==> config.mk <==
export PLATFORM = sky130hd
export DESIGN_NAME = branch_ctrl_flat
export DESIGN_NICKNAME = d
export VERILOG_FILES = /design/src/rtl/branch_ctrl_if.sv /design/src/rtl/branch_ctrl.sv /design/src/flat_wrapper.sv
export SDC_FILE = /design/constraint.sdc
export NUM_CORES = 1
export LEC_CHECK = 0
export CAP_MARGIN = 20
export CORE_ASPECT_RATIO = 1.1
export CORE_MARGIN = 2
export CORE_UTILIZATION = 43
export CTS_CLUSTER_SIZE = 14
export DETAILED_ROUTE_END_ITERATION = 7
export PLACE_DENSITY_LB_ADDON = 0.05
export SLEW_MARGIN = 15
export SYNTH_ARGS = -nofsm -noshare
export SYNTH_HDL_FRONTEND = slang
export SYNTH_SLANG_ARGS = --single-unit
==> constraint.sdc <==
create_clock -name clk -period 3.3 [get_ports clk]
set_clock_uncertainty 0.1 [all_clocks]
set_input_delay 0.33 -clock clk [delete_from_list [all_inputs] [get_ports clk]]
set_output_delay 0.33 -clock clk [all_outputs]
set_load 0.01 [all_outputs]
==> src/rtl/branch_ctrl_if.sv <==
// Bundle between the pipeline and the branch controller: the fetch-side
// prediction lookup, the EX-stage resolution inputs and the redirect/flush
// outputs. The pipeline side uses master; the controller uses slave.
interface branch_ctrl_if #(
  parameter int WordSize = 32
);
  logic [WordSize-1:0] if_pc;
  logic                pred_taken;
  logic                ex_valid;
  logic [WordSize-1:0] ex_pc;
  logic [1:0]          ex_branch_cond;
  logic                ex_branch_taken;
  logic                ex_pred_taken;
  logic [WordSize-1:0] ex_target;
  logic [WordSize-1:0] ex_fallthrough;
  logic                redirect_valid;
  logic [WordSize-1:0] redirect_pc;
  logic                flush;
  logic [15:0]         mispredict_count;

  modport master (
    output if_pc, ex_valid, ex_pc, ex_branch_cond, ex_branch_taken,
           ex_pred_taken, ex_target, ex_fallthrough,
    input  pred_taken, redirect_valid, redirect_pc, flush, mispredict_count
  );

  modport slave (
    input  if_pc, ex_valid, ex_pc, ex_branch_cond, ex_branch_taken,
           ex_pred_taken, ex_target, ex_fallthrough,
    output pred_taken, redirect_valid, redirect_pc, flush, mispredict_count
  );
endinterface

==> src/rtl/branch_ctrl.sv <==
// Branch resolution and redirect controller. A tagless table of 2-bit
// saturating counters feeds fetch predictions; EX-stage resolutions train the
// table, and a mispredict launches a one-cycle redirect pulse followed by a
// flush lasting FlushCycles cycles in total.
module branch_ctrl #(
  parameter int WordSize    = 32,
  parameter int BhtEntries  = 16,
  parameter int FlushCycles = 2
) (
  input  logic           clk,
  input  logic           rstn,
  branch_ctrl_if.slave   bus
);

  localparam int IdxW = $clog2(BhtEntries);
  localparam int CntW = (FlushCycles > 1) ? $clog2(FlushCycles) : 1;

  typedef enum logic [1:0] {
    IDLE     = 2'd0,
    REDIRECT = 2'd1,
    FLUSH    = 2'd2
  } state_t;

  state_t          state;
  logic [CntW-1:0] flush_cnt;
  logic [1:0]      bht [BhtEntries];

  logic [IdxW-1:0] if_idx;
  logic [IdxW-1:0] ex_idx;
  logic            accept;
  logic            is_cond;
  logic            mispredict;
  logic            unused_pc;

  assign if_idx = bus.if_pc[IdxW+1:2];
  assign ex_idx = bus.ex_pc[IdxW+1:2];

  // Word-offset and upper PC bits never participate in indexing.
  assign unused_pc = ^{bus.if_pc[WordSize-1:IdxW+2], bus.if_pc[1:0],
                       bus.ex_pc[WordSize-1:IdxW+2], bus.ex_pc[1:0]};

  // The lookup reads the array before any same-cycle update lands.
  assign bus.pred_taken = bht[if_idx][1];

  // Only resolutions arriving while idle are acted on; the rest are squashed.
  assign accept = bus.ex_valid && (state == IDLE);

  // Decode the branch kind and decide whether the carried prediction was wrong.
  always_comb begin
    // NOTE: every output of this block gets a default first so no path
    // through the case leaves a value unassigned and infers a latch.
    is_cond    = 1'b0;
    mispredict = 1'b0;
    case (bus.ex_branch_cond)
      2'd1, 2'd2: begin
        is_cond    = 1'b1;
        mispredict = accept && (bus.ex_pred_taken != bus.ex_branch_taken);
      end
      2'd3:    mispredict = accept && !bus.ex_pred_taken;
      default: mispredict = 1'b0;
    endcase
  end

  // Train the counter selected by the EX PC on accepted conditional branches.
  always_ff @(posedge clk or negedge rstn) begin
    // NOTE: the table has a defined reset value (weakly not-taken), so it is
    // built from resettable flops rather than an unreset RAM.
    if (!rstn) begin
      for (int i = 0; i < BhtEntries; i++) bht[i] <= 2'b01;
    end else if (accept && is_cond) begin
      if (bus.ex_branch_taken) begin
        if (bht[ex_idx] != 2'b11) bht[ex_idx] <= bht[ex_idx] + 2'd1;
      end else begin
        if (bht[ex_idx] != 2'b00) bht[ex_idx] <= bht[ex_idx] - 2'd1;
      end
    end
  end

  // Redirect/flush sequencer with registered outputs and mispredict counter.
  always_ff @(posedge clk or negedge rstn) begin
    // NOTE: state is updated with non-blocking assignments so every register
    // samples the values from before this edge, whatever the statement order.
    if (!rstn) begin
      state                <= IDLE;
      flush_cnt            <= '0;
      bus.redirect_valid   <= 1'b0;
      bus.flush            <= 1'b0;
      bus.redirect_pc      <= '0;
      bus.mispredict_count <= '0;
    end else begin
      case (state)
        IDLE: begin
          bus.redirect_valid <= 1'b0;
          bus.flush          <= 1'b0;
          if (mispredict) begin
            state              <= REDIRECT;
            bus.redirect_valid <= 1'b1;
            bus.flush          <= 1'b1;
            // A jump always goes to its target; a conditional follows its outcome.
            bus.redirect_pc    <= (bus.ex_branch_cond == 2'd3 || bus.ex_branch_taken)
                                  ? bus.ex_target : bus.ex_fallthrough;
            if (bus.mispredict_count != 16'hFFFF)
              bus.mispredict_count <= bus.mispredict_count + 16'd1;
          end
        end
        REDIRECT: begin
          bus.redirect_valid <= 1'b0;
          if (FlushCycles == 1) begin
            state     <= IDLE;
            bus.flush <= 1'b0;
          end else begin
            state     <= FLUSH;
            bus.flush <= 1'b1;
            flush_cnt <= CntW'(FlushCycles - 2);
          end
        end
        FLUSH: begin
          bus.redirect_valid <= 1'b0;
          if (flush_cnt == '0) begin
            state     <= IDLE;
            bus.flush <= 1'b0;
          end else begin
            flush_cnt <= flush_cnt - 1'b1;
          end
        end
        default: begin
          state              <= IDLE;
          bus.redirect_valid <= 1'b0;
          bus.flush          <= 1'b0;
        end
      endcase
    end
  end

endmodule
==> src/flat_wrapper.sv <==
// flat-port wrapper written by rule: the top's interface ports become plain ports
module branch_ctrl_flat 
#(
  parameter int WordSize    = 32,
  parameter int BhtEntries  = 16,
  parameter int FlushCycles = 2
)
  (clk, rstn, bus_if_pc, bus_ex_valid, bus_ex_pc, bus_ex_branch_cond, bus_ex_branch_taken, bus_ex_pred_taken, bus_ex_target, bus_ex_fallthrough, bus_pred_taken, bus_redirect_valid, bus_redirect_pc, bus_flush, bus_mispredict_count);
  branch_ctrl_if #(.WordSize(WordSize)) bus_i ();
  input  logic clk;
  input  logic rstn;
  input wire logic [$bits(bus_i.if_pc)-1:0] bus_if_pc;
  input wire logic [$bits(bus_i.ex_valid)-1:0] bus_ex_valid;
  input wire logic [$bits(bus_i.ex_pc)-1:0] bus_ex_pc;
  input wire logic [$bits(bus_i.ex_branch_cond)-1:0] bus_ex_branch_cond;
  input wire logic [$bits(bus_i.ex_branch_taken)-1:0] bus_ex_branch_taken;
  input wire logic [$bits(bus_i.ex_pred_taken)-1:0] bus_ex_pred_taken;
  input wire logic [$bits(bus_i.ex_target)-1:0] bus_ex_target;
  input wire logic [$bits(bus_i.ex_fallthrough)-1:0] bus_ex_fallthrough;
  output wire logic [$bits(bus_i.pred_taken)-1:0] bus_pred_taken;
  output wire logic [$bits(bus_i.redirect_valid)-1:0] bus_redirect_valid;
  output wire logic [$bits(bus_i.redirect_pc)-1:0] bus_redirect_pc;
  output wire logic [$bits(bus_i.flush)-1:0] bus_flush;
  output wire logic [$bits(bus_i.mispredict_count)-1:0] bus_mispredict_count;
  assign bus_i.if_pc = bus_if_pc;
  assign bus_i.ex_valid = bus_ex_valid;
  assign bus_i.ex_pc = bus_ex_pc;
  assign bus_i.ex_branch_cond = bus_ex_branch_cond;
  assign bus_i.ex_branch_taken = bus_ex_branch_taken;
  assign bus_i.ex_pred_taken = bus_ex_pred_taken;
  assign bus_i.ex_target = bus_ex_target;
  assign bus_i.ex_fallthrough = bus_ex_fallthrough;
  assign bus_pred_taken = bus_i.pred_taken;
  assign bus_redirect_valid = bus_i.redirect_valid;
  assign bus_redirect_pc = bus_i.redirect_pc;
  assign bus_flush = bus_i.flush;
  assign bus_mispredict_count = bus_i.mispredict_count;
  branch_ctrl #(.WordSize(WordSize), .BhtEntries(BhtEntries), .FlushCycles(FlushCycles)) u_core (.clk(clk), .rstn(rstn), .bus(bus_i));
endmodule
Word-level counts from Yosys, hierarchy flattened --
Cells that the tools add are included.
Word-level totals: logic and storage cells 83, input bits 135, output and inout port bits 51, register bits after elaboration 85
Operators by class: $lt $le $gt $ge 3, $add $sub $neg 4, eq/ne operators 11, bitwise operators 2, reductions and logical operators 16, mux-type cells 25
Operators with widths (count):
- $mux 32 | 4
- $bwmux 32 | 2
- $add 16x1->16 const B | 1
- $bmux 2 s4 | 2
- $ne 16x16->1 const B | 1
- $mux 2 | 7
- $ge 5x5->1 const B | 2
- $not 4->5 | 2
- $demux 2 s4 | 1
- $eq 2x2->1 const B | 3
- $pmux 2 s3 | 1
- $reduce_and 3->1 | 2
- $reduce_bool 2->1 | 3
- $logic_and 1x1->1 | 5
- $lt 5x1->1 const B | 1
- $mux 1 | 5
- $eq 2x1->1 const B | 2
- $ne 2x1->1 const B | 2
- $ne 2x2->1 const B | 2
- $pmux 1 s2 | 2
- $reduce_and 2->1 | 2
- $pmux 1 s3 | 1
- $add 2x1->2 const B | 1
- $logic_not 2->1 | 1
- 6 further kinds | 6

Depth between registers and ports, before layout --
Gate-level depths: netlist of the first run.
depth in word-level cells 8, gate-level depth with buffers 12, gate-level depth less buffers 9

Least setup slack after synthesis of the first run --
No wires, ideal clock.
path kind input port to flip-flop, start input port bus_ex_pc[2], end register u_core.bht[17] (netlist name), stages on the path 12, library setup time 127 ps, arrival 2622 ps, data required time 3073 ps, path buffers 3, setup slack 450 ps, cell sequence buf_2 -> mux4_2 -> a22oi_1 -> and2_1 -> inv_1 -> ha_1 -> mux2i_1 -> and4_1 -> buf_4 -> buf_8 -> nand4_2 -> mux2_1
Between the ends: cells in the longest elaborated chain, start to end 8, elaborated cells between the ends (all ways) 21, those cells by class 2 x add/sub; 2 x order compare; 2 x eq/ne; 10 x mux; 1 x bitwise; 4 x reduce/logical
Ends and longest elaborated chain:
- start, declared | line flat_wrapper.sv:14 | input wire logic [$bits(bus_i.ex_pc)-1:0] bus_ex_pc;
- $not 4->5 (not written as such) * | line branch_ctrl.sv:72, branch_ctrl.sv:74
- $bmux 2 s4, or another cell as far along | line branch_ctrl.sv:72, branch_ctrl.sv:74
- $mux 2 (not written as such) or $logic_and 1x1->1 (tied branches) | line branch_ctrl.sv:72, branch_ctrl.sv:74
- $mux 2 (not written as such) | line branch_ctrl.sv:72, branch_ctrl.sv:74
- $sub 2x1->2, or another cell as far along | line branch_ctrl.sv:74 | if (bht[ex_idx] != 2'b00) bht[ex_idx] <= bht[ex_idx] - 2'd1;
- $bwmux 32, on equally long branches | line branch_ctrl.sv:74, branch_ctrl.sv:72
- $mux 32, on equally long branches | line branch_ctrl.sv:74, branch_ctrl.sv:72
- $mux 32 | line branch_ctrl.sv:71 | if (bus.ex_branch_taken) begin
- end, declared | line branch_ctrl.sv:26 | logic [1:0] bht [BhtEntries];
Every way passes the cells marked *; elsewhere a longest branch is shown, timed or not. The select of a mux whose other input is x is not followed. A chain may end at the register's enable or synchronous reset.

Final worst setup path of the first run --
start input port bus_ex_pc[2], end register u_core.bht[21] (netlist name)
The elaborated chain is that of the path after synthesis.

==> qor.yml, run 1 <==
cts.sinks: 84
drt_iter0_markers: 80
slew_headroom_pct: 44.98
htreeDepth: 3
clk-insertion-delay-late_ns: 0.35
reg2reg_slack_ns: 0.48
ys_types: 42
critPathMostFrequentCell: "buf_12"
worst_slack_ns: 0.1590
post-route-period-util_pct: 95.18
min_from: "u_core.bus.redirect_pc[31]"
ios: 186
fill_cells: 831
seq_area_frac_synth_pct: 49.61
cts.path.max_buffers: 2
required_ns: 3.43
hp-class: "flop to flop"
max_freq_ghz: 0.3184
multi_input_area_um2: 2033
worstPathArrival_ns: 3.28
drv_slew: 0
syn2layout_area_growth_pct: 42.85
remaining_drc_errors: 0
vias: 3243
path_cells: "clkdlybuf4s50_1, buf_12, mux4_2, a22oi_1, and2_4, inv_1, ha_1, mux2i_1, and4_1, buf_12, and4b_1, mux2_2"
rows: 38
hold_viol: 0
finalSetupViolCount: 0
grt_max_degree: 67
viasPerCell: 5.131
cts-root-buf: "clkbuf_8"
slowest_stage: "clkdlybuf4s50_1"
reg2reg_depth: 10
antenna_cells: 0
routabilityCongestion: 0.7760
finalCoreUtilization_pct: 62.39
final_common_cell: "clkdlybuf4s50_1"
placed_cells: 615
layout-drive-gt1-share_pct: 20.51
timing.final.crit_period_ns: 3.141
ant_nets: 0
drv_cap: 0
regArea_um2: 2122
outcome: "finished, final reports clean"
worst_path_largest_cell_delay_ns: 0.50
avgSynthCellArea_um2: 12.15
preCtsSetupSlack_ns: -0.4261
vdd_drop_max_uv: 354.3
worst_r2r_endpoint: "u_core.bht[21]"
grt-ovfl-total: 0
die_y_um: 108.6
postRouteWirelength_um: 9726
worstReg2RegStart: "u_core.bht[8]"
antenna_found_initial: 0
grt_pass1_vias: 3185
synth-seq-cells: 84
hold_path_end: "u_core.bus.redirect_pc[31]"
die_area_um2: 10760
core_area_um2: 9794
synth_area_um2: 4278
grt_setup_unrepaired: "no"
hold_depth: 2
path_class: "primary input to flop"
tritoncts: "done"
tightest_slew_ns: 0.8252
stdcell_count: 632
track_usage_pct: 18.58
finalSetupTns_ns: 0
yosysWarningCount: 0
clk_pin_slew_ns: 0.08
grt_pass1_wl_um: 15690
synthCells: 352
wire_per_inst_um: 15.39
die_x_um: 99.10
p_leak_nw: 2.701
start_kind: "primary input"
dp_hpwl_um: 7153
most-common-layout-cells: "128 x clkdlybuf4s50_1, 68 x dfrtp_1, 36 x nand2_1, 33 x o21ai_0, 33 x mux2i_1"
cp_max_fo: 18
power_density_nw_per_um2: 557.3
synth_nets: 492
firstDrtPassIters: 4
nets: 647
whs_ns: 0.3801
crit_path_end_kind: "flop"
initial_core_util_pct: 43.68
numCtsBuffers: 9
port-buffer-count: 129
metrics by stage:
step	area [µm²]	power, W
2_1_floorplan	4278	0.002112
3_3_place_gp	5899	0.002683
3_5_place_dp	5899	0.002713
4_1_cts	6108	0.003443
5_1_grt	6111	0.003622
6_report	6111	0.003406
routing by layer:
metal / part of all wire [%] / global-route usage, % / vias to the layer above / wire length [µm]
met3: 5.7 / 4.936 / 13 / 556
met2: 51 / 30.45 / 83 / 4932
met1: 42 / 23.62 / 1579 / 4092
met5: 0 / 0 / - / 0
met4: 1.5 / 7.339 / 0 / 145
li1: - / - / 1568 / -
final cells by class:
type                            instances  share of cell area (%)
Multi-Input combinational cell        242                   33.27
Timing Repair Buffer                  164                   26.04
Clock inverter                          1                 0.08190
Clock buffer                           15                   3.051
Inverter                                6                  0.3686
Tap cell                              120                   2.457
Sequential cell                        84                   34.73
synthesized netlist by cell type (all sizes together):
library cell / n / area (µm²)
dfrtp: 68 / 1702
nand2: 36 / 135.1
mux2i: 33 / 330.3
o21ai: 33 / 165.2
xor2: 18 / 157.7
mux2: 17 / 195.2
dfstp: 16 / 420.4
buf: 14 / 95.09
nand3: 14 / 110.1
xnor2: 14 / 122.6
mux4: 13 / 292.8
nand4: 7 / 62.56
nor2: 7 / 26.28
clkbuf: 6 / 22.52
inv: 6 / 22.52
nor3: 6 / 30.03
nor4: 6 / 43.79
ha: 5 / 62.56
nor2b: 5 / 31.28
a22oi: 4 / 30.03
and2: 4 / 25.03
and4: 4 / 35.03
and4b: 3 / 30.03
nor3b: 3 / 22.52
nand4bb: 2 / 22.52
nor4b: 2 / 38.78
and3: 1 / 6.260
nand2b: 1 / 6.260
nand4b: 1 / 8.760
o2111ai: 1 / 8.760
o21ba: 1 / 10.01
or3: 1 / 6.260
logic make-up after synthesis:
| kind of cell | share of synthesized area [%] |
|---|---|
| AO/OA/AOI/OAI | 5.002 |
| XOR/XNOR | 6.552 |
| adder cells (fa/ha/maj) | 1.462 |
| buffers and inverters | 3.276 |
| flip-flops | 49.61 |
| multiplexers | 19.13 |
| AND/OR/NAND/NOR | 14.98 |
where the power goes:
group	switching (W)	internal [W]
combinational	0.000445	0.000668
clock	0.000352	0.000356
sequential	0.000214	0.00137
total	0.00101	0.00239
registers in the layout, summed over array words and instances, names as in the netlist:
signal                       flops
u_core.bht                      32
u_core.bus.flush                 1
u_core.bus.mispredict_count     16
u_core.bus.redirect_pc          32
u_core.bus.redirect_valid        1
u_core.state                     2
worst max path at each step:
stage                            start  slack, ns             end
after global placement    bus_ex_pc[2]      -0.36   u_core.bht[1]
final                     bus_ex_pc[2]       0.16  u_core.bht[21]
after CTS                 bus_ex_pc[2]       0.13  u_core.bht[21]
after detailed placement  bus_ex_pc[2]      -0.43  u_core.bht[21]
after global routing      bus_ex_pc[2]      0.005  u_core.bht[21]
after floorplan           bus_ex_pc[2]       0.45  u_core.bht[17]
repair_timing:
action                                  4_1_cts  5_1_grt
buffers inserted                              0        0
gates resized for setup                       1        1
pin swaps                                     0        0
endpoints found under the hold margin        13        0
hold buffers                                  1        0
endpoints found under the setup margin       16        3
critical path, delay by kind of cell:
kind                     cells  cell delay, ns
buffers and inverters        4            0.86
AO/OA/AOI/OAI                1            0.24
multiplexers                 3            0.96
AND/OR/NAND/NOR              3            0.69
adder cells (fa/ha/maj)      1            0.18
No activity file was read; power rests on OpenSTA's default activity.
==> inputs of run 2 (changes only) <==
--- a/config.mk
+++ b/config.mk
@@ -5,7 +5,6 @@
 export SDC_FILE = /design/constraint.sdc
 export NUM_CORES = 1
 export LEC_CHECK = 0
-export CAP_MARGIN = 20
 export CORE_ASPECT_RATIO = 1.1
 export CORE_MARGIN = 2
 export CORE_UTILIZATION = 43
==> results of run 2 <==
No change in the layout: final DEF, timing and power equal those of run 1.
==> inputs of run 3 (changes only) <==
--- a/config.mk
+++ b/config.mk
@@ -11,6 +11,7 @@
 export CTS_CLUSTER_SIZE = 14
 export DETAILED_ROUTE_END_ITERATION = 7
 export PLACE_DENSITY_LB_ADDON = 0.05
+export SKIP_LAST_GASP = 1
 export SLEW_MARGIN = 15
 export SYNTH_ARGS = -nofsm -noshare
 export SYNTH_HDL_FRONTEND = slang
==> results of run 3 <==
No change in the layout: final DEF, timing and power equal those of run 1.
